<file path="src/rtl/sbox_word_arbiter.sv">
// Round-robin arbiter that time-shares one combinational S-box between two 32-bit word requesters.
// Optional macro SBOX_PIPE_EN registers sbox_out once before capture and adds a DRAIN state.
module sbox_word_arbiter #(
  parameter logic [7:0] IDLE_BYTE = 8'h00
) (
  input  logic        clk,
  input  logic        rst_n,
  input  logic        req0_valid,
  input  logic [31:0] req0_word,
  output logic        req0_ready,
  input  logic        req1_valid,
  input  logic [31:0] req1_word,
  output logic        req1_ready,
  output logic [7:0]  sbox_in,
  input  logic [7:0]  sbox_out,
  output logic        rsp_valid,
  output logic        rsp_id,
  output logic [31:0] rsp_word,
  input  logic        rsp_ready
);

`ifdef SBOX_PIPE_EN
  typedef enum logic [1:0] {StIdle = 2'd0, StSub = 2'd1, StDrain = 2'd2, StDone = 2'd3} state_e;
`else
  typedef enum logic [1:0] {StIdle = 2'd0, StSub = 2'd1, StDone = 2'd3} state_e;
`endif

  state_e      r_state;
  logic [1:0]  r_cnt;
  logic [31:0] r_word;
  logic        r_last;
  logic        r_rsp_valid;
  logic        r_rsp_id;
  logic [31:0] r_rsp_word;

  logic w_idle;
  logic w_gnt0;
  logic w_gnt1;
  logic w_accept;

  // r_last holds the id granted most recently; a tie goes to the other one.
  assign w_gnt0   = req0_valid & (~req1_valid | r_last);
  assign w_gnt1   = req1_valid & (~req0_valid | ~r_last);
  // Gating with rst_n keeps both readys low while reset is held.
  assign w_idle   = rst_n & (r_state == StIdle);
  assign w_accept = w_idle & (w_gnt0 | w_gnt1);

  assign req0_ready = w_idle & w_gnt0;
  assign req1_ready = w_idle & w_gnt1;
  assign sbox_in    = (r_state == StSub) ? r_word[{r_cnt, 3'b000} +: 8] : IDLE_BYTE;
  assign rsp_valid  = r_rsp_valid;
  assign rsp_id     = r_rsp_id;
  assign rsp_word   = r_rsp_word;

`ifdef SBOX_PIPE_EN
  logic [7:0] r_sbox_q;
  logic [1:0] w_cap_idx;

  assign w_cap_idx = r_cnt - 2'd1;

  always_ff @(posedge clk or negedge rst_n) begin
    if (!rst_n) begin
      r_sbox_q <= 8'h00;
    end else begin
      r_sbox_q <= sbox_out;
    end
  end
`endif

  always_ff @(posedge clk or negedge rst_n) begin
    if (!rst_n) begin
      r_state     <= StIdle;
      r_cnt       <= 2'd0;
      r_word      <= 32'h0;
      r_last      <= 1'b1;
      r_rsp_valid <= 1'b0;
      r_rsp_id    <= 1'b0;
      r_rsp_word  <= 32'h0;
    end else begin
      unique case (r_state)
        StIdle: begin
          if (w_accept) begin
            r_word   <= w_gnt0 ? req0_word : req1_word;
            r_rsp_id <= w_gnt1;
            r_last   <= w_gnt1;
            r_cnt    <= 2'd0;
            r_state  <= StSub;
          end
        end
        StSub: begin
`ifdef SBOX_PIPE_EN
          // Registered S-box result belongs to the byte presented last cycle.
          if (r_cnt != 2'd0) begin
            r_rsp_word[{w_cap_idx, 3'b000} +: 8] <= r_sbox_q;
          end
          r_cnt <= r_cnt + 2'd1;
          if (r_cnt == 2'd3) begin
            r_state <= StDrain;
          end
`else
          r_rsp_word[{r_cnt, 3'b000} +: 8] <= sbox_out;
          r_cnt <= r_cnt + 2'd1;
          if (r_cnt == 2'd3) begin
            r_state     <= StDone;
            r_rsp_valid <= 1'b1;
          end
`endif
        end
`ifdef SBOX_PIPE_EN
        StDrain: begin
          r_rsp_word[31:24] <= r_sbox_q;
          r_state           <= StDone;
          r_rsp_valid       <= 1'b1;
        end
`endif
        StDone: begin
          if (rsp_ready) begin
            r_rsp_valid <= 1'b0;
            r_state     <= StIdle;
          end
        end
        default: r_state <= StIdle;
      endcase
    end
  end

endmodule

</file>
<file path="config.mk">
export PLATFORM = sky130hd
export DESIGN_NAME = sbox_word_arbiter
export DESIGN_NICKNAME = d
export VERILOG_FILES = /design/src/rtl/sbox_word_arbiter.sv
export SDC_FILE = /design/constraint.sdc
export NUM_CORES = 1
export LEC_CHECK = 0
export BUFFER_PORTS_ARGS = -buffer_cell sky130_fd_sc_hd__buf_2
export CAP_MARGIN = 20
export CORE_MARGIN = 3
export CORE_UTILIZATION = 40
export DETAILED_ROUTE_END_ITERATION = 8
export MAX_ROUTING_LAYER = met4
export PLACE_DENSITY = 0.67
export SETUP_SLACK_MARGIN = 0.02
export SLEW_MARGIN = 20
export SYNTH_ARGS = -nofsm -noshare
export SYNTH_HDL_FRONTEND = slang
export SYNTH_SLANG_ARGS = --single-unit
</file>
<file path="constraint.sdc">
create_clock -name clk -period 3.8 [get_ports clk]
set_clock_uncertainty 0.05 [all_clocks]
set_input_delay 0.19 -clock clk [delete_from_list [all_inputs] [get_ports clk]]
set_output_delay 0.19 -clock clk [all_outputs]
set_load 0.01 [all_outputs]
</file>
==> metrics.md <==
| Metric | Value |
|---|---|
| Final wirelength | `8610 µm` |
| P_int | `2.16 mW` |
| RR Endpoint | `rsp_word[3]` |
| Simple-Gate Fraction of Synth Area | `9.51%` |
| Mapped cell area | `3340 µm²` |
| NetSw | `1.31 mW` |
| Data arrival, critical path | `2.69 ns` |
| Initial core utilization | `42.2%` |
| Wire length per cell | `17.7 µm` |
| Post-synthesis mux area share | `5.39%` |
| Most common cell after layout, fill and taps aside | `buf_2` |
| Tmin final | `2.49 ns` |
| Largest family of logic cells by synthesized area | `compound AO/OA/AOI/OAI gates` |
| CP Buf/Inv Count | `1` |
| CTS root buffer | `clkbuf_8` |
| H-tree Lvls | `3` |
| Pin count of the biggest net entering global routing | `72` |
| DIE AREA | `9490 µm²` |
| Gates resized, CTS repair | `0` |
| Post-Synthesis Cells | `267` |
| Synth Area in XOR/XNOR | `0%` |
| Initial DRC Count | `116` |
| Num rows | `32` |
| Worst setup SP type | `register` |
| Crit path capture type | `register` |
| RSZ-0062 raised after global routing | `no` |
| DR pass1 iterations | `4` |
| Slew Limit Fails | `0` |
| Clock-pin transition on the worst setup and hold timing paths | `0.08 ns` |
| Initial antenna violation count | `0` |
| Clock tree buffer depth | `2` |
| First-pass GRT wire length | `13800 µm` |
| Maxcap violations | `0` |
| Detailed-route DRC error count | `0` |
| CP peak stage delay | `0.86 ns` |
| Status | `completed` |
| Seq/Total Area, Yosys | `53.2%` |
| Antenna Cells | `0` |
| Mean post-synth cell area | `12.5 µm²` |
| Worst-Margin Slew | `0.874 ns` |
| Cell Chain, Critical Path | `inv_1, ha_1, nor2_1, nand2_1, o21ai_0` |
| Critical path's slowest cell | `dfrtp_1` |
| Syn_nets | `349` |
| CTS Buf Count | `9` |
| Leakage power | `1.96 nW` |
| Vias in the first global route | `2708` |
| Routability congestion estimate | `0.854` |
| CP Data Required Time | `4.00 ns` |
| Core Util, Final | `52.9%` |
| Die Wd | `97.4 µm` |
| Flop pwr share | `40.1%` |
| Total gr overflow | `0` |
| Ratio of final minimum period to clock period | `65.6%` |
| CTS tree | `built` |
| Synth area leader | `dfrtp_1` |
| Detailed placer's ending HPWL | `6070 µm` |
| Area growth, synth to finish | `25.4%` |
| Critical path depth | `5` |
| Port bufs | `120` |
| Reg2reg start | `r_cnt[0]` |
| R2r setup slk | `1.31 ns` |
| Routed Antenna Nets | `0` |
| Final setup TNS | `0 ns` |
| Clock share of power | `17.2%` |
| Final Setup Violations | `0` |
| Layout cells sized above 1 | `40.1%` |
| Die Height | `97.4 µm` |
| FF+latch count, synth | `71` |
| Tot GR Track Use | `18.7%` |
| Post-DR vias/cell | `5.53` |
| Total number of vias | `2686` |
| Synth Area in Compound Gates | `26.2%` |
| I/O Pins | `121` |
| Sw frac | `37.7%` |
| Worst vdd ir | `0.000314 V` |
| Core Region | `7930 µm²` |
| Nets | `461` |
| Comb power frac | `42.7%` |
| Fillers | `699` |
| Most frequent cells in the layout | `119 x buf_2, 70 x dfrtp_1, 32 x o32ai_1, 32 x a2bb2oi_1, 26 x nand2_1` |
| Worst Path Max Fanout | `16` |
| Area share of the largest cell type after synthesis | `52.4%` |
| Slew headroom | `41.7%` |
| Hold Crit Class | `input pin to asynchronous set/reset pin` |
| Final hold slack | `0.0423 ns` |
| Clk_lat worst skew | `0.33 ns` |
| PD cells | `825 nW/µm²` |
| R2r worst-path depth | `5` |
| Worst path top cell family by delay | `flip-flops` |
| CP Class | `register to register` |
| Adder-cell share of the synthesized area | `1.87%` |
| Cell variety after synth | `32` |
| Final Hold Viols | `0` |
| Yosys warning total | `0` |
| Max Fclk | `401 MHz` |
| CTS Sinks | `71` |
| Synth top area cells | `dfrtp_1 52%, a2bb2oi_1 8.4%, o32ai_1 8.4%` |
cells by family (layout without fill, tap and decap cells):
logic type,count (synthesis),in the layout
AOI/OAI and AO/OA,106,106
DFF,71,71
muxes,8,8
and+or+nand+nor,52,52
buffers and inverters,25,142
adders and majority gates,5,5
layer usage:
metal,global-route usage (%),vias to the layer above,share of wire (%)
li1,-,1280,-
met1,24.3,1281,44
met2,28.3,113,47
met3,5.17,12,7.0
met4,6.71,0,1.3
met5,-,-,0
worst register-to-register path, stage by stage, from the launching register on:
cell	delay [ns]
dfrtp_1	0.86
inv_1	0.32
ha_1	0.43
nor2_1	0.47
nand2_1	0.09
o21ai_0	0.17
layout make-up:
type | instances | area [µm²] | area share, %
flip-flops and latches | 71 | 1780 | 42.4
multi-input cells | 171 | 1450 | 34.6
repair buffers | 123 | 628 | 15.0
clock buffers | 11 | 141 | 3.37
well taps | 102 | 128 | 3.04
clock inverters | 5 | 57.6 | 1.37
inverters | 3 | 11.3 | 0.268
Yosys cell counts:
| cell type | instances |
|---|---|
| dfrtp_1 | 70 |
| a21oi_1 | 2 |
| o21ai_0 | 11 |
| dfstp_2 | 1 |
| nand3b_1 | 1 |
| a21bo_2 | 1 |
| clkbuf_2 | 1 |
| nor3_1 | 1 |
| o32ai_1 | 32 |
| inv_1 | 2 |
| mux4_2 | 8 |
| clkbuf_1 | 16 |
| nand2b_1 | 2 |
| a22o_1 | 24 |
| buf_4 | 1 |
| nand2_1 | 26 |
| buf_6 | 4 |
| a2bb2oi_1 | 32 |
| or3b_4 | 1 |
| a211o_1 | 1 |
| nor3b_2 | 1 |
| nor2_8 | 1 |
| a31oi_1 | 1 |
| and2_1 | 8 |
| nor2b_1 | 2 |
| nor4_4 | 3 |
| ha_1 | 5 |
| o211ai_1 | 1 |
| nor2_1 | 5 |
| and2_0 | 1 |
| clkinv_1 | 1 |
| o31ai_1 | 1 |
flip-flops by register name (all words and copies together) (netlist names):
register / flops
r_word: 32
rsp_word: 32
r_cnt: 2
r_state: 2
r_last: 1
rsp_id: 1
rsp_valid: 1
how the worst max path moves through the flow:
| stage | slack (ns) | startpoint | to |
|---|---|---|---|
| after floorplan | 1.93 | r_cnt[1] | rsp_word[24] |
| after global placement | 1.37 | r_cnt[0] | rsp_word[0] |
| after detailed placement | 1.26 | r_cnt[0] | rsp_word[0] |
| after CTS | 1.24 | r_cnt[0] | rsp_word[0] |
| after global routing | 0.99 | r_cnt[0] | rsp_word[7] |
| final | 1.31 | r_cnt[0] | rsp_word[3] |
power by group through the flow:
stage / clock network, mW / registers (mW) / logic (mW)
final: 0.594 / 1.39 / 1.48
after global routing: 0.643 / 1.44 / 1.63
after CTS: 0.612 / 1.39 / 1.49
after detailed placement: 0 / 1.40 / 1.49
after global placement: 0 / 1.39 / 1.45
after floorplan: 0 / 1.35 / 1.02
per-stage QoR:
stage               cell area, µm²  total power, mW  instances  setup slack [ns]
finish                        4190             3.46        486              1.31
global route                  4190             3.71        486             0.985
CTS                           4190             3.49        486              1.24
detailed placement            3980             2.88        469              1.26
global placement              3980             2.84        469              1.37
floorplan                     3340             2.37        267              1.93
repair_timing:
item,CTS,global route
hold buffers,1,0
setup buffers,0,0
endpoints found under the hold margin,1,0
Power figures use the tool's default switching activity.
